--- config.mk ---
export PLATFORM = sky130hd
export DESIGN_NAME = d_redirect_ctrl_flat
export DESIGN_NICKNAME = d
export VERILOG_FILES = /design/src/rtl/d_redirect_ctrl_if.sv /design/src/rtl/d_redirect_ctrl.sv /design/src/flat_wrapper.sv
export SDC_FILE = /design/constraint.sdc
export NUM_CORES = 1
export LEC_CHECK = 0
export ABC_AREA = 0
export CAP_MARGIN = 20
export CORE_MARGIN = 4
export CORE_UTILIZATION = 40
export CTS_CLUSTER_DIAMETER = 40
export DETAILED_ROUTE_END_ITERATION = 16
export PLACE_DENSITY = 0.75
export SLEW_MARGIN = 0
export SYNTH_ARGS = -nofsm -noshare
export SYNTH_HDL_FRONTEND = slang
export SYNTH_SLANG_ARGS = --single-unit
--- constraint.sdc ---
create_clock -name i_clk -period 5.5 [get_ports i_clk]
set_input_delay 1.1 -clock i_clk [delete_from_list [all_inputs] [get_ports i_clk]]
set_output_delay 1.1 -clock i_clk [all_outputs]
set_load 0.02 [all_outputs]
--- src/rtl/d_redirect_ctrl_if.sv ---
// Decode-stage control-flow bundle: jump/branch decode and hazard sources in,
// fetch/decode stall, flush and PC-select out.
interface d_redirect_ctrl_if #(
  parameter int unsigned CNT_W = 16
);
  logic             i_d_valid;
  logic [1:0]       i_jump;
  logic [2:0]       i_bop;
  logic             i_rs_eq_rt;
  logic [4:0]       i_d_rs;
  logic [4:0]       i_d_rt;
  logic             i_ex_regwrite;
  logic             i_ex_memread;
  logic [4:0]       i_ex_rd;
  logic             i_mem_memread;
  logic [4:0]       i_mem_rd;
  logic             i_ext_stall;
  logic             o_stall_f;
  logic             o_stall_d;
  logic             o_flush_e;
  logic             o_flush_d;
  logic [1:0]       o_pc_sel;
  logic [CNT_W-1:0] o_redirect_cnt;

  // Pipeline side: drives decode/hazard info, consumes redirect controls.
  modport master (
    output i_d_valid, i_jump, i_bop, i_rs_eq_rt, i_d_rs, i_d_rt,
           i_ex_regwrite, i_ex_memread, i_ex_rd, i_mem_memread, i_mem_rd,
           i_ext_stall,
    input  o_stall_f, o_stall_d, o_flush_e, o_flush_d, o_pc_sel,
           o_redirect_cnt
  );

  modport slave (
    input  i_d_valid, i_jump, i_bop, i_rs_eq_rt, i_d_rs, i_d_rt,
           i_ex_regwrite, i_ex_memread, i_ex_rd, i_mem_memread, i_mem_rd,
           i_ext_stall,
    output o_stall_f, o_stall_d, o_flush_e, o_flush_d, o_pc_sel,
           o_redirect_cnt
  );
endinterface

--- src/rtl/d_redirect_ctrl.sv ---
// Decode-stage branch/jump sequencer: waits out operand hazards on branch/jr
// sources, then resolves and redirects fetch, counting taken redirects.
module d_redirect_ctrl #(
  parameter int unsigned CNT_W = 16
) (
  input  logic              i_clk,
  input  logic              i_rst,
  d_redirect_ctrl_if.slave  bus
);

  localparam logic [1:0] JMP_J   = 2'b01;
  localparam logic [1:0] JMP_JR  = 2'b10;
  localparam logic [2:0] BOP_BEQ = 3'b001;
  localparam logic [2:0] BOP_BNE = 3'b010;
  localparam logic [1:0] PC_SEQ  = 2'b00;
  localparam logic [1:0] PC_BR   = 2'b01;
  localparam logic [1:0] PC_JMP  = 2'b10;
  localparam logic [1:0] PC_REG  = 2'b11;

  typedef enum logic {
    S_IDLE = 1'b0,
    S_WAIT = 1'b1
  } state_t;

  state_t           state;
  logic [1:0]       cnt;
  logic [CNT_W-1:0] redirect_cnt;

  logic       is_j, is_jr, jump_act, is_beq, is_bne, cfi;
  logic       use_rs, use_rt;
  logic       ex_hit, mem_hit;
  logic [1:0] need;
  logic       taken;
  logic [1:0] taken_sel;
  logic       stall_c, flush_e_c, resolve_c, redirect_c;

  // Instruction class; an active jump field overrides the branch op.
  assign is_j     = (bus.i_jump == JMP_J);
  assign is_jr    = (bus.i_jump == JMP_JR);
  assign jump_act = is_j | is_jr;
  assign is_beq   = ~jump_act & (bus.i_bop == BOP_BEQ);
  assign is_bne   = ~jump_act & (bus.i_bop == BOP_BNE);
  assign cfi      = bus.i_d_valid & (jump_act | is_beq | is_bne);

  assign use_rs = is_jr | is_beq | is_bne;
  assign use_rt = is_beq | is_bne;

  // Register 0 is hardwired, so a write to it is never a real dependency.
  assign ex_hit  = (bus.i_ex_rd != 5'd0) &&
                   ((use_rs && (bus.i_ex_rd == bus.i_d_rs)) ||
                    (use_rt && (bus.i_ex_rd == bus.i_d_rt)));
  assign mem_hit = (bus.i_mem_rd != 5'd0) &&
                   ((use_rs && (bus.i_mem_rd == bus.i_d_rs)) ||
                    (use_rt && (bus.i_mem_rd == bus.i_d_rt)));

  always_comb begin
    need = 2'd0;
    if (bus.i_ex_memread && ex_hit) begin
      need = 2'd2;
    end else if ((bus.i_ex_regwrite && ex_hit) ||
                 (bus.i_mem_memread && mem_hit)) begin
      need = 2'd1;
    end
  end

  // Branch outcome and redirect source for the instruction sitting in decode.
  always_comb begin
    taken     = 1'b0;
    taken_sel = PC_SEQ;
    if (cfi) begin
      if (is_j) begin
        taken     = 1'b1;
        taken_sel = PC_JMP;
      end else if (is_jr) begin
        taken     = 1'b1;
        taken_sel = PC_REG;
      end else if ((is_beq && bus.i_rs_eq_rt) || (is_bne && !bus.i_rs_eq_rt)) begin
        taken     = 1'b1;
        taken_sel = PC_BR;
      end
    end
  end

  always_comb begin
    stall_c   = 1'b0;
    flush_e_c = 1'b0;
    resolve_c = 1'b0;
    case (state)
      S_IDLE: begin
        if (cfi) begin
          if (need != 2'd0) begin
            stall_c   = 1'b1;
            flush_e_c = 1'b1;
          end else begin
            resolve_c = 1'b1;
          end
        end
      end
      S_WAIT: begin
        if (cnt != 2'd0) begin
          stall_c   = 1'b1;
          flush_e_c = 1'b1;
        end else begin
          resolve_c = 1'b1;
        end
      end
      default: ;
    endcase
  end

  // A freeze suppresses the resolve so it is retried once the pipe moves.
  assign redirect_c = resolve_c & taken & ~bus.i_ext_stall;

  always_comb begin
    bus.o_stall_f      = 1'b0;
    bus.o_stall_d      = 1'b0;
    bus.o_flush_e      = 1'b0;
    bus.o_flush_d      = 1'b0;
    bus.o_pc_sel       = PC_SEQ;
    bus.o_redirect_cnt = '0;
    if (!i_rst) begin
      bus.o_redirect_cnt = redirect_cnt;
      if (bus.i_ext_stall) begin
        bus.o_stall_f = 1'b1;
        bus.o_stall_d = 1'b1;
      end else begin
        bus.o_stall_f = stall_c;
        bus.o_stall_d = stall_c;
        bus.o_flush_e = flush_e_c;
        bus.o_flush_d = redirect_c;
        bus.o_pc_sel  = redirect_c ? taken_sel : PC_SEQ;
      end
    end
  end

  always_ff @(posedge i_clk) begin
    if (i_rst) begin
      state        <= S_IDLE;
      cnt          <= 2'd0;
      redirect_cnt <= '0;
    end else if (!bus.i_ext_stall) begin
      case (state)
        S_IDLE: begin
          if (cfi && (need != 2'd0)) begin
            state <= S_WAIT;
            cnt   <= need - 2'd1;
          end
        end
        S_WAIT: begin
          if (cnt != 2'd0) begin
            cnt <= cnt - 2'd1;
          end else begin
            state <= S_IDLE;
          end
        end
        default: state <= S_IDLE;
      endcase
      if (redirect_c && (redirect_cnt != '1)) begin
        redirect_cnt <= redirect_cnt + CNT_W'(1);
      end
    end
  end

endmodule

--- src/flat_wrapper.sv ---
// flat-port wrapper written by rule: the top's interface ports become plain ports
module d_redirect_ctrl_flat 
#(
  parameter int unsigned CNT_W = 16
)
  (i_clk, i_rst, bus_i_d_valid, bus_i_jump, bus_i_bop, bus_i_rs_eq_rt, bus_i_d_rs, bus_i_d_rt, bus_i_ex_regwrite, bus_i_ex_memread, bus_i_ex_rd, bus_i_mem_memread, bus_i_mem_rd, bus_i_ext_stall, bus_o_stall_f, bus_o_stall_d, bus_o_flush_e, bus_o_flush_d, bus_o_pc_sel, bus_o_redirect_cnt);
  d_redirect_ctrl_if #(.CNT_W(CNT_W)) bus_i ();
  input  logic i_clk;
  input  logic i_rst;
  input wire logic [$bits(bus_i.i_d_valid)-1:0] bus_i_d_valid;
  input wire logic [$bits(bus_i.i_jump)-1:0] bus_i_jump;
  input wire logic [$bits(bus_i.i_bop)-1:0] bus_i_bop;
  input wire logic [$bits(bus_i.i_rs_eq_rt)-1:0] bus_i_rs_eq_rt;
  input wire logic [$bits(bus_i.i_d_rs)-1:0] bus_i_d_rs;
  input wire logic [$bits(bus_i.i_d_rt)-1:0] bus_i_d_rt;
  input wire logic [$bits(bus_i.i_ex_regwrite)-1:0] bus_i_ex_regwrite;
  input wire logic [$bits(bus_i.i_ex_memread)-1:0] bus_i_ex_memread;
  input wire logic [$bits(bus_i.i_ex_rd)-1:0] bus_i_ex_rd;
  input wire logic [$bits(bus_i.i_mem_memread)-1:0] bus_i_mem_memread;
  input wire logic [$bits(bus_i.i_mem_rd)-1:0] bus_i_mem_rd;
  input wire logic [$bits(bus_i.i_ext_stall)-1:0] bus_i_ext_stall;
  output wire logic [$bits(bus_i.o_stall_f)-1:0] bus_o_stall_f;
  output wire logic [$bits(bus_i.o_stall_d)-1:0] bus_o_stall_d;
  output wire logic [$bits(bus_i.o_flush_e)-1:0] bus_o_flush_e;
  output wire logic [$bits(bus_i.o_flush_d)-1:0] bus_o_flush_d;
  output wire logic [$bits(bus_i.o_pc_sel)-1:0] bus_o_pc_sel;
  output wire logic [$bits(bus_i.o_redirect_cnt)-1:0] bus_o_redirect_cnt;
  assign bus_i.i_d_valid = bus_i_d_valid;
  assign bus_i.i_jump = bus_i_jump;
  assign bus_i.i_bop = bus_i_bop;
  assign bus_i.i_rs_eq_rt = bus_i_rs_eq_rt;
  assign bus_i.i_d_rs = bus_i_d_rs;
  assign bus_i.i_d_rt = bus_i_d_rt;
  assign bus_i.i_ex_regwrite = bus_i_ex_regwrite;
  assign bus_i.i_ex_memread = bus_i_ex_memread;
  assign bus_i.i_ex_rd = bus_i_ex_rd;
  assign bus_i.i_mem_memread = bus_i_mem_memread;
  assign bus_i.i_mem_rd = bus_i_mem_rd;
  assign bus_i.i_ext_stall = bus_i_ext_stall;
  assign bus_o_stall_f = bus_i.o_stall_f;
  assign bus_o_stall_d = bus_i.o_stall_d;
  assign bus_o_flush_e = bus_i.o_flush_e;
  assign bus_o_flush_d = bus_i.o_flush_d;
  assign bus_o_pc_sel = bus_i.o_pc_sel;
  assign bus_o_redirect_cnt = bus_i.o_redirect_cnt;
  d_redirect_ctrl #(.CNT_W(CNT_W)) u_core (.i_clk(i_clk), .i_rst(i_rst), .bus(bus_i));
endmodule
==> results.tsv <==
stage	metric	value	unit
die	number of placement rows	22	
cts	buffer cell driving the clock tree root	clkbuf_8	
synth	async set-or-reset flop fraction in the synthesized netlist	0	%
power	share of power burned in the clock network	30.7	%
final_layout	layout cells sized above 1	10.7	%
cts	TritonCTS sink count	19	
power	P_sw	83.8	µW
worst_setup_path	data arrival at the endpoint of the critical path	4110	ps
detailed_routing	routed wire length	3970	µm
final_layout	number of inserted diodes	0	
place	routability congestion estimate	0.853	
synth	proportion of synthesized chip area in sequential cells	24.5	%
detailed_routing	DR pass1 iterations	4	
cts	number of clock buffers inserted by TritonCTS	3	
global_route	initial antenna violation count	0	
detailed_routing	number of nets with antenna violations after detailed routing	0	
synth	post-synthesis average cell area	7.76	µm²
worst_setup_path	slowest stage cell on the critical path	clkdlybuf4s50_1	
sta	largest clock skew in the final design	2.01	ps
cts	number of hold buffers added after CTS	0	
final_layout	Final Net Count	290	
sta	highest clock frequency the design can meet	0.192	GHz
synth	most numerous cell types in the synthesized netlist	nor2_1, dfxtp_1, nand2_1, xnor2_1, nor2b_1	
global_route	global-route wire length before repair	6710	µm
synth	synthesized instance count	200	
final_layout	combined area of the multi-input logic cells	1100	µm²
synth	Synth area leader	dfxtp_1	
global_route	Tot GR Track Use	16.3	%
power	Internal Power	231	µW
sta	total negative slack for setup checks	0	ps
worst_setup_path	worst path cell trace	clkdlybuf4s50_1 > inv_1 > ha_1 > or3b_4 > nor4_4 > o211ai_2 > and2_4 > or2_2 > a21oi_1 > clkdlybuf4s50_1	
final_layout	fill cell total of the finished layout	348	
worst_setup_path	cell occurring most often along the worst timing path	clkdlybuf4s50_1	
detailed_routing	total via count in the routed design	1568	
sta	ratio of final minimum period to clock period	94.7	%
synth	Yosys warning total	0	
die	die width	70.3	µm
synth	FF+latch count, synth	19	
hold_path	worst hold-check path type	reg2reg	
sta	total count of hold-check failures in the final report	0	
power	Comb power frac	25.0	%
place	detailed-placement wirelength estimate	3240	µm
detailed_routing	detail-routed via count per cell	5.21	
sta	actual slew at the worst max-slew pin	753	ps
global_route	gr ovfl total	0	
cts	number of buffers on the longest clock path	2	
cts	postcts setup bufs	0	
synth	top-area cell type share of the netlist area	24.5	%
run	maximum capacitance violations	0	
synth	most used flip-flop cell after synthesis	dfxtp_1	
sta	Slew Limit Fails	0	
global_route	largest net degree at the start of global routing	24	
die	core box area	3720	µm²
power	Sequential Power Share	44.2	%
cts	H-tree depth	1	
sta	clock period minus worst slack	5210	ps
final_layout	Register Area	380	µm²
die	die extent in y	70.3	µm
synth	ranking of synthesized cells by area	dfxtp_1, xnor2_1, mux2_2	
synth	dominant cell by count in the synthesized netlist	nor2_1	
synth	Netlist Area Pre-Place	1550	µm²
worst_setup_path	crit-path max cell delay	630	ps
die	starting density of the core	41.8	%
sta	Hold Slack	432	ps
worst_setup_path	type of destination of the critical path	output pin	
hold_path	depth of the worst hold-timing path	2	
worst_setup_path	crit path launch type	input port	
detailed_routing	total DRC errors in the routed layout	0	
die	number of ports placed on the die boundary	55	
worst_setup_path	reg-to-reg slack, setup	3230	ps
power	Power Density	144	nW/µm²
detailed_routing	Detailed Route Iter0 Violations	102	
synth	count of flip-flops with a built-in enable after synthesis	0	
place	number of buffers inserted by port buffering	54	
cts	clock-pin slew of the registers on the worst-case setup and hold paths	70	ps
status	outcome	finished, final reports clean	
sta	Setup violations, final	0	
power	standby leakage power	0.000834	µW
detailed_routing	per-cell routed wire length	13.2	µm
worst_setup_path	critical path fanouts, max	4	
final_layout	Syn-to-layout area delta	40.5	%
cts	post-cts repair resize count	0	
power	switching part of the total	26.6	%
worst_setup_path	category of the most critical setup path	in2out	
synth	number of distinct library cell variants in the gate-level netlist after synthesis	40	
global_route	via count of the first global-routing pass	1473	
power	worst vdd rail ir drop	125	µV
sta	worst slew slack as a fraction of its limit	49.6	%
die	die area	4940	µm²
sta	RSZ-0062 raised after global routing	no	
cts	CTS tree	built	
worst_setup_path	count of cells along the worst register-to-register path	8	
worst_setup_path	endpoint required time on the critical path	4400	ps
synth	Synth Net Count	236	
cts	clock insertion delay at the later pin of the skew report	250	ps
==> placed cells by master (no fill, tap or decap), drive strengths merged, types with 7 or more instances in the layout <==
cell,synthesis,routed
nand2,17,17
xnor2,17,17
inv,10,10
nand3,10,10
dfxtp,19,19
nor2,20,20
o21ai,8,8
and3,10,10
mux2,13,13
nor3,7,7
clkdlybuf4s50,0,54
nor2b,16,16
==> cells by family after synthesis <==
logic type	Yosys count	synth area share, %
adder cells (fa/ha/maj)	3	2.42
flip-flops	19	24.5
AND/OR/NAND/NOR	103	36.6
AO/OA/AOI/OAI	24	10.6
buffers and inverters	17	4.59
multiplexers	13	9.43
XOR/XNOR	21	11.8
==> cell type report <==
type                            instances  share of cell area, %
Multi-Input combinational cell        164                   50.5
Timing Repair Buffer                   56                   25.5
Sequential cell                        19                   17.4
Tap cell                               48                   2.75
Clock buffer                            3                   1.89
Inverter                               10                   1.72
Clock inverter                          1                  0.229
==> per-layer routing <==
| layer | track usage, % | up-vias | part of all wire [%] |
|---|---|---|---|
| met5 | 0 | - | 0 |
| met4 | 3.19 | 0 | 0.55 |
| met3 | 3.02 | 4 | 3.6 |
| met2 | 28.0 | 45 | 49 |
| met1 | 21.2 | 712 | 46 |
| li1 | - | 807 | - |
==> flip-flops by register name, summed over array words and instances (netlist names) <==
register / count
u_core.cnt: 2
u_core.redirect_cnt: 16
u_core.state: 1
==> metrics by stage <==
step | cells | worst slack, ps | cell area, µm² | utilization [%] | power (µW)
after floorplan | 200 | 1060 | 1550 | - | 181
after global placement | 297 | 363 | 2130 | 57.4 | 220
after detailed placement | 297 | 279 | 2130 | 57.4 | 221
after CTS | 301 | 278 | 2180 | 58.7 | 317
after global routing | 301 | 119 | 2180 | 58.7 | 332
final | 301 | 291 | 2180 | 58.7 | 315
==> worst paths after layout <==
check                                        endpoint                        from
setup / recovery                        bus_o_stall_d               bus_i_jump[0]
hold reg to reg            u_core.cnt[1]$_SDFFE_PP0P_  u_core.cnt[1]$_SDFFE_PP0P_
setup reg to reg  u_core.redirect_cnt[9]$_SDFFE_PP0P_  u_core.cnt[1]$_SDFFE_PP0P_
hold / removal             u_core.cnt[1]$_SDFFE_PP0P_  u_core.cnt[1]$_SDFFE_PP0P_
==> worst max-delay path, delay by kind of cell <==
family          cells  cell delay, ps
simple gates        4            1210
buf+inv             3            1160
fa+ha+maj           1             320
compound gates      2             310
==> power groups by stage <==
stage | clock network, µW | registers, µW | logic (µW)
floorplan | 0 | 142 | 39.4
global placement | 0 | 142 | 77.3
detailed placement | 0 | 142 | 78.3
CTS | 99.8 | 139 | 78.7
global route | 107 | 139 | 85.9
finish | 96.7 | 139 | 78.7
(Power assumes the default switching activity.)
